===== config.mk =====
export PLATFORM = sky130hd
export DESIGN_NAME = i2c_cmd_arbiter
export DESIGN_NICKNAME = d
export VERILOG_FILES = /design/src/rtl/i2c_pkg.sv /design/src/rtl/rr_pick.sv /design/src/rtl/i2c_cmd_arbiter.sv
export SDC_FILE = /design/constraint.sdc
export NUM_CORES = 1
export LEC_CHECK = 0
export ABC_AREA = 1
export CORE_MARGIN = 2
export CORE_UTILIZATION = 45
export DETAILED_ROUTE_END_ITERATION = 8
export GPL_ROUTABILITY_DRIVEN = 0
export MAX_ROUTING_LAYER = met4
export PLACE_DENSITY = 0.83
export SLEW_MARGIN = 20
export SYNTH_ARGS = -nofsm -noshare
export SYNTH_HDL_FRONTEND = slang
export SYNTH_SLANG_ARGS = --single-unit

===== constraint.sdc =====
create_clock -name clk -period 4.6 [get_ports clk]
set_clock_uncertainty 0.1 [all_clocks]
set_input_delay 0.92 -clock clk [delete_from_list [all_inputs] [get_ports clk]]
set_output_delay 0.92 -clock clk [all_outputs]
set_load 0.02 [all_outputs]

===== src/rtl/i2c_pkg.sv =====
// rtl/i2c_pkg.sv - shared state encoding and field widths for the i2c command arbiter
package i2c_pkg;

  localparam int I2C_ADDR_W = 7;
  localparam int I2C_MEM_W  = 5;
  localparam int I2C_DATA_W = 8;

  typedef enum logic [2:0] {
    IDLE      = 3'd0,
    LAUNCH    = 3'd1,
    WAIT_BUSY = 3'd2,
    WAIT_DONE = 3'd3,
    RESP      = 3'd4
  } arb_state_e;

endpackage


===== src/rtl/rr_pick.sv =====
// rtl/rr_pick.sv - combinational round-robin selector, first request at or after the pointer
module rr_pick #(
  parameter int N  = 4,
  parameter int IW = (N > 1) ? $clog2(N) : 1
) (
  input  logic [N-1:0]  req_i,
  input  logic [IW-1:0] ptr_i,
  output logic [N-1:0]  gnt_o,
  output logic [IW-1:0] idx_o,
  output logic          valid_o
);

  logic [IW-1:0] cand;

  // Scan N positions starting at the pointer, wrapping; the first hit wins.
  always_comb begin
    gnt_o   = '0;
    idx_o   = '0;
    valid_o = 1'b0;
    cand    = '0;
    for (int k = 0; k < N; k++) begin
      cand = IW'((int'(ptr_i) + k) % N);
      if (!valid_o && req_i[cand]) begin
        valid_o     = 1'b1;
        gnt_o[cand] = 1'b1;
        idx_o       = cand;
      end
    end
  end

endmodule


===== src/rtl/i2c_cmd_arbiter.sv =====
// rtl/i2c_cmd_arbiter.sv - round-robin command arbiter sharing one i2c_master among NREQ requesters
module i2c_cmd_arbiter
  import i2c_pkg::*;
#(
  parameter int NREQ    = 4,
  parameter int BUSY_TO = 64
) (
  input  logic                       clk,
  input  logic                       rst,
  input  logic [NREQ-1:0]            req,
  input  logic [I2C_ADDR_W*NREQ-1:0] req_addr,
  input  logic [NREQ-1:0]            req_rw,
  input  logic [I2C_MEM_W*NREQ-1:0]  req_mem_addr,
  input  logic [I2C_DATA_W*NREQ-1:0] req_wdata,
  output logic [NREQ-1:0]            gnt,
  output logic [NREQ-1:0]            done,
  output logic [I2C_DATA_W-1:0]      rsp_data,
  output logic                       rsp_ack_err,
  output logic                       rsp_timeout,
  output logic                       m_en,
  output logic [I2C_ADDR_W-1:0]      m_addr,
  output logic                       m_rw,
  output logic [I2C_MEM_W-1:0]       m_mem_addr,
  output logic [I2C_DATA_W-1:0]      m_data_wr,
  input  logic [I2C_DATA_W-1:0]      m_data_rd,
  input  logic                       m_ack_err,
  input  logic                       m_busy
);

  localparam int PW = $clog2(NREQ);
  localparam int CW = $clog2(BUSY_TO + 1);
  localparam logic [CW-1:0] CNT_LAST = CW'(BUSY_TO - 1);

  arb_state_e            state_q, state_d;
  logic [CW-1:0]         cnt_q, cnt_d;
  logic [PW-1:0]         ptr_q;
  logic [PW-1:0]         gidx_q;
  logic [NREQ-1:0]       gnt_q;
  logic [NREQ-1:0]       done_q;
  logic [I2C_ADDR_W-1:0] addr_q;
  logic                  rw_q;
  logic [I2C_MEM_W-1:0]  mem_q;
  logic [I2C_DATA_W-1:0] wdata_q;
  logic [I2C_DATA_W-1:0] rsp_data_q;
  logic                  rsp_ack_err_q;
  logic                  rsp_timeout_q;

  logic                  to_hit;
  logic                  to_resp;

  logic [NREQ-1:0]       pick_gnt;
  logic [PW-1:0]         pick_idx;
  logic                  pick_valid;

  rr_pick #(
    .N  (NREQ),
    .IW (PW)
  ) u_rr_pick (
    .req_i   (req),
    .ptr_i   (ptr_q),
    .gnt_o   (pick_gnt),
    .idx_o   (pick_idx),
    .valid_o (pick_valid)
  );

  // Next-state, launch pulse and start-timeout detection.
  always_comb begin
    state_d = state_q;
    cnt_d   = cnt_q;
    to_hit  = 1'b0;
    m_en    = 1'b0;
    case (state_q)
      IDLE: begin
        if (pick_valid) state_d = LAUNCH;
      end
      LAUNCH: begin
        m_en    = 1'b1;
        cnt_d   = '0;
        state_d = WAIT_BUSY;
      end
      WAIT_BUSY: begin
        if (m_busy) begin
          state_d = WAIT_DONE;
        end else if (cnt_q == CNT_LAST) begin
          to_hit  = 1'b1;
          state_d = RESP;
        end else begin
          cnt_d = cnt_q + CW'(1);
        end
      end
      WAIT_DONE: begin
        if (!m_busy) state_d = RESP;
      end
      RESP: begin
        state_d = IDLE;
      end
      default: begin
        state_d = IDLE;
      end
    endcase
    to_resp = (state_d == RESP) && (state_q != RESP);
  end

  // State, command latch at grant, response capture on entry to RESP, pointer rotation.
  always_ff @(posedge clk) begin
    if (rst) begin
      state_q       <= IDLE;
      cnt_q         <= '0;
      ptr_q         <= '0;
      gidx_q        <= '0;
      gnt_q         <= '0;
      done_q        <= '0;
      addr_q        <= '0;
      rw_q          <= 1'b0;
      mem_q         <= '0;
      wdata_q       <= '0;
      rsp_data_q    <= '0;
      rsp_ack_err_q <= 1'b0;
      rsp_timeout_q <= 1'b0;
    end else begin
      state_q <= state_d;
      cnt_q   <= cnt_d;
      done_q  <= '0;
      if (state_q == IDLE && pick_valid) begin
        gnt_q   <= pick_gnt;
        gidx_q  <= pick_idx;
        addr_q  <= req_addr[int'(pick_idx)*I2C_ADDR_W +: I2C_ADDR_W];
        rw_q    <= req_rw[pick_idx];
        mem_q   <= req_mem_addr[int'(pick_idx)*I2C_MEM_W +: I2C_MEM_W];
        wdata_q <= req_wdata[int'(pick_idx)*I2C_DATA_W +: I2C_DATA_W];
      end
      if (to_resp) begin
        done_q        <= gnt_q;
        rsp_data_q    <= m_data_rd;
        rsp_ack_err_q <= m_ack_err;
        rsp_timeout_q <= to_hit;
      end
      if (state_q == RESP) begin
        gnt_q <= '0;
        ptr_q <= PW'((int'(gidx_q) + 1) % NREQ);
      end
    end
  end

  assign gnt         = gnt_q;
  assign done        = done_q;
  assign rsp_data    = rsp_data_q;
  assign rsp_ack_err = rsp_ack_err_q;
  assign rsp_timeout = rsp_timeout_q;
  assign m_addr      = addr_q;
  assign m_rw        = rw_q;
  assign m_mem_addr  = mem_q;
  assign m_data_wr   = wdata_q;

endmodule


==> impl_results.md <==
- Dpl cell area: 4810 um^2
- Post-Syn Instances: 506
- Pwr Total: 1.52 mW
- Simple-gate share of the synthesized area: 0.441
- Post-synthesis adder-cell area fraction: 0.0182
- WP data arrival: 3.48 ns
- Die height: 91.3 um
- Switch share: 0.377
- Reg2reg start: ptr_q[0]$_SDFFE_PP0P_
- Fin Setup TNS: 0 ns
- CP max stage cell: nand2_4
- CTS H-tree lvls: 2
- # DRC: 0
- Ys async rst share: 0
- Final setup violation count: 0
- Seq/Total Area, Yosys: 0.309
- Worst Path Buf+Inv: 4
- Max stage delay on crit path: 0.59 ns
- Multi-input gate area: 1970 um^2
- CORE AREA: 7330 um^2
- N_diodes: 0
- Number of global-route vias before repair: 3516
- Postcts setup bufs: 0
- Pleak: 2.07 nW
- DP Wirelength: 7.28 mm
- Vias after detailed routing: 3720
- Full die area: 8340 um^2
- RSZ-0062 raised after global routing: false
- Initial core utilization: 0.468
- Post-synthesis xor/xnor area fraction: 0.00255
- Crit path cell chain: clkdlybuf4s50_1 > inv_1 > nand2_1 > nand3_4 > nand2_8 > clkinv_4 > nand3_2 > nand3_4 > nand2_4 > nand2_1 > nand3_1 > nand3_1 > nand2_1 > inv_1
- Clock transition at the registers of the reported paths: 0.09 ns
- Hold buffer count at CTS: 0
- Length in cells of the worst reg-to-reg path: 13
- Wire length on met2: 4.76 mm
- Hold Startpoint: gnt[1]$_SDFFE_PP0P_
- CTS tree: yes
- Vias per cell: 5.10
- M1 wire length: 3.76 mm
- GR Overflow Total: 0
- Max Transition Viols Final: 0
- R2r endpoint: m_data_wr[7]$_SDFFE_PP0P_
- Reg2reg setup slack: 1.35 ns
- Worst path depth: 14
- Primary FF master, synth: dfxtp_1
- Combinational Power Share: 0.446
- Port Buffers: 139
- Share of layout cells above drive strength 1: 0.106
- FP Rows: 31
- Filler cell count: 611
- Top Metal Used: met4
- Synth warn: 0
- DR iter-0 viols: 176
- Fin crit period: 3.37 ns
- WL per Instance: 13.1 um
- Maximum capacitance violations: 0
- Clock power share: 0.177
- Most Frequent Cell on Critical Path: nand2_1
- Critical Path Start Type: primary input
- CP Class: in -> reg
- Mapped cell area: 3430 um^2
- Worst hold margin: 0.345 ns
- Largest family of logic cells by synthesized area: simple AND/OR/NAND/NOR gates
- Int Power: 0.948 mW
- First-pass GRT wire length: 16.0 mm
- Fin. Hold Viols: 0
- Antenna Violating Nets Remaining: 0
- Crit end category: register
- Switching Power: 0.573 mW
- Post-CTS resize count: 0
- Nets: 735
- Worst Setup SP: req[3]
- DR pass1 iterations: 4
- Post-synth EDFFs: 0
- Worst setup path endpoint: m_data_wr[7]$_SDFFE_PP0P_
- Fin crit share: 0.732
- Crit-path max FO: 43
- Die X: 91.3 um
- Design area: 4900 um^2
- Delay-heaviest family, CP: simple AND/OR/NAND/NOR gates
- Initial antenna violation count: 0
- Clk_lat worst skew: 0.30 ns
- Post-Route Utilization: 0.668
- Post-synthesis mux area share: 0
- Mean post-synth cell area: 6.78 um^2
- Post-synth net total: 611
- Root Buffer: clkbuf_8
- Number of CTS-inserted buffers: 5
- Slew @ Worst Pin: 0.587 ns
- Reg area: 1060 um^2
- Gr usage total: 0.238
- Synth Area in Compound Gates: 0.113
- IO Pins: 140
- Synth cell types: 36
- PwrDens: 311 nW/um^2
- Max VDD drop: 0.183 mV
- Synthesis-to-finish area growth: 42.7%
- Clk sink count: 53
- Peak Freq: 297 MHz
- Min-Delay Path Class: reg -> reg
- Max clock buf depth: 2
- Final WL: 9.53 mm
- Rel. slew slack: 0.608
- Largest net degree at the start of global routing: 44
- Post-synthesis register bit count: 53
- Flop pwr share: 0.377
- WP data required: 4.71 ns
- DR WL met3: 786 um
- Outcome: complete, no violations
sequential cells by signal, summed over array words and instances (netlist names), 2 cells and up:
register and count:
m_data_wr 8, rsp_data 8, cnt_q 7, m_addr 7, m_mem_addr 5, done 4
gnt 4, state_q 3, gidx_q 2, ptr_q 2
metrics by stage:
| stage | cells | setup slack, ns |
|---|---|---|
| finish | 729 | 1.23 |
| global route | 729 | 0.989 |
| CTS | 729 | 1.26 |
| detailed placement | 722 | 0.943 |
| global placement | 722 | 1.04 |
| floorplan | 506 | 2.30 |
power by group through the flow:
| stage | Sequential, mW | Clock (mW) | Combinational [mW] |
|---|---|---|---|
| final | 0.574 | 0.269 | 0.679 |
| after global routing | 0.583 | 0.294 | 0.749 |
| after CTS | 0.573 | 0.270 | 0.682 |
| after detailed placement | 0.583 | 0 | 0.678 |
| after global placement | 0.581 | 0 | 0.664 |
| after floorplan | 0.647 | 0 | 0.353 |
placed cells by master, fill, tap and decap left out, drive strengths merged, types with 3 or more instances in the layout:
cell type,netlist,final
clkdlybuf4s50,0,139
nand2,101,101
nor2,95,95
nand3,77,77
inv,61,61
dfxtp,53,53
a21oi,30,30
o21ai,26,26
nand3b,15,15
clkbuf,4,6
nand4,6,6
ha,5,5
a22oi,4,4
a31oi,3,3
worst min path at each step:
stage / cells past startpoint / end
floorplan: 2 / cnt_q[2]$_SDFFE_PP0P_
global placement: 2 / done[1]$_SDFF_PP0_
detailed placement: 2 / done[1]$_SDFF_PP0_
CTS: 2 / done[1]$_SDFF_PP0_
global route: 2 / done[1]$_SDFF_PP0_
finish: 2 / done[1]$_SDFF_PP0_
cell type report:
type                       instances  area share
tap                               99      0.0253
sequential                        53       0.217
multi-input combinational        367       0.403
inverter                          63      0.0508
clock inverter                     1     0.00153
timing repair buffer             140       0.286
clock buffer                       6      0.0169
metal layers:
metal,global-route usage,vias up
li1,-,1878
met1,0.279,1663
met2,0.397,160
met3,0.0639,19
met4,0.0758,0
met5,-,-
synth_stat cells (all sizes together) (3+ instances only):
| master | number | share of area |
|---|---|---|
| ha | 5 | 0.018 |
| o21ai | 26 | 0.038 |
| nand4 | 6 | 0.016 |
| buf | 19 | 0.039 |
| a22oi | 4 | 0.0087 |
| nand3 | 77 | 0.13 |
| a21oi | 30 | 0.054 |
| nand2 | 101 | 0.14 |
| nand3b | 15 | 0.033 |
| a31oi | 3 | 0.0073 |
| nor2 | 95 | 0.13 |
| inv | 61 | 0.069 |
| dfxtp | 53 | 0.31 |
| clkbuf | 4 | 0.0044 |
tightest hold or removal path: cells and delay by family (launching register included):
family / cells / cell delay (ns)
flip-flops: 1 / 0.33
buffers and inverters: 1 / 0.05
AND/OR/NAND/NOR: 1 / 0.03
kinds of logic (layout without fill, tap and decap cells):
group / count (synthesis) / count (layout)
flip-flops: 53 / 53
AO/OA/AOI/OAI: 65 / 65
buffers and inverters: 86 / 210
adder cells (fa/ha/maj): 5 / 5
AND/OR/NAND/NOR: 296 / 296
XOR/XNOR: 1 / 1
Note: power is estimated with default switching activity, not from simulation.
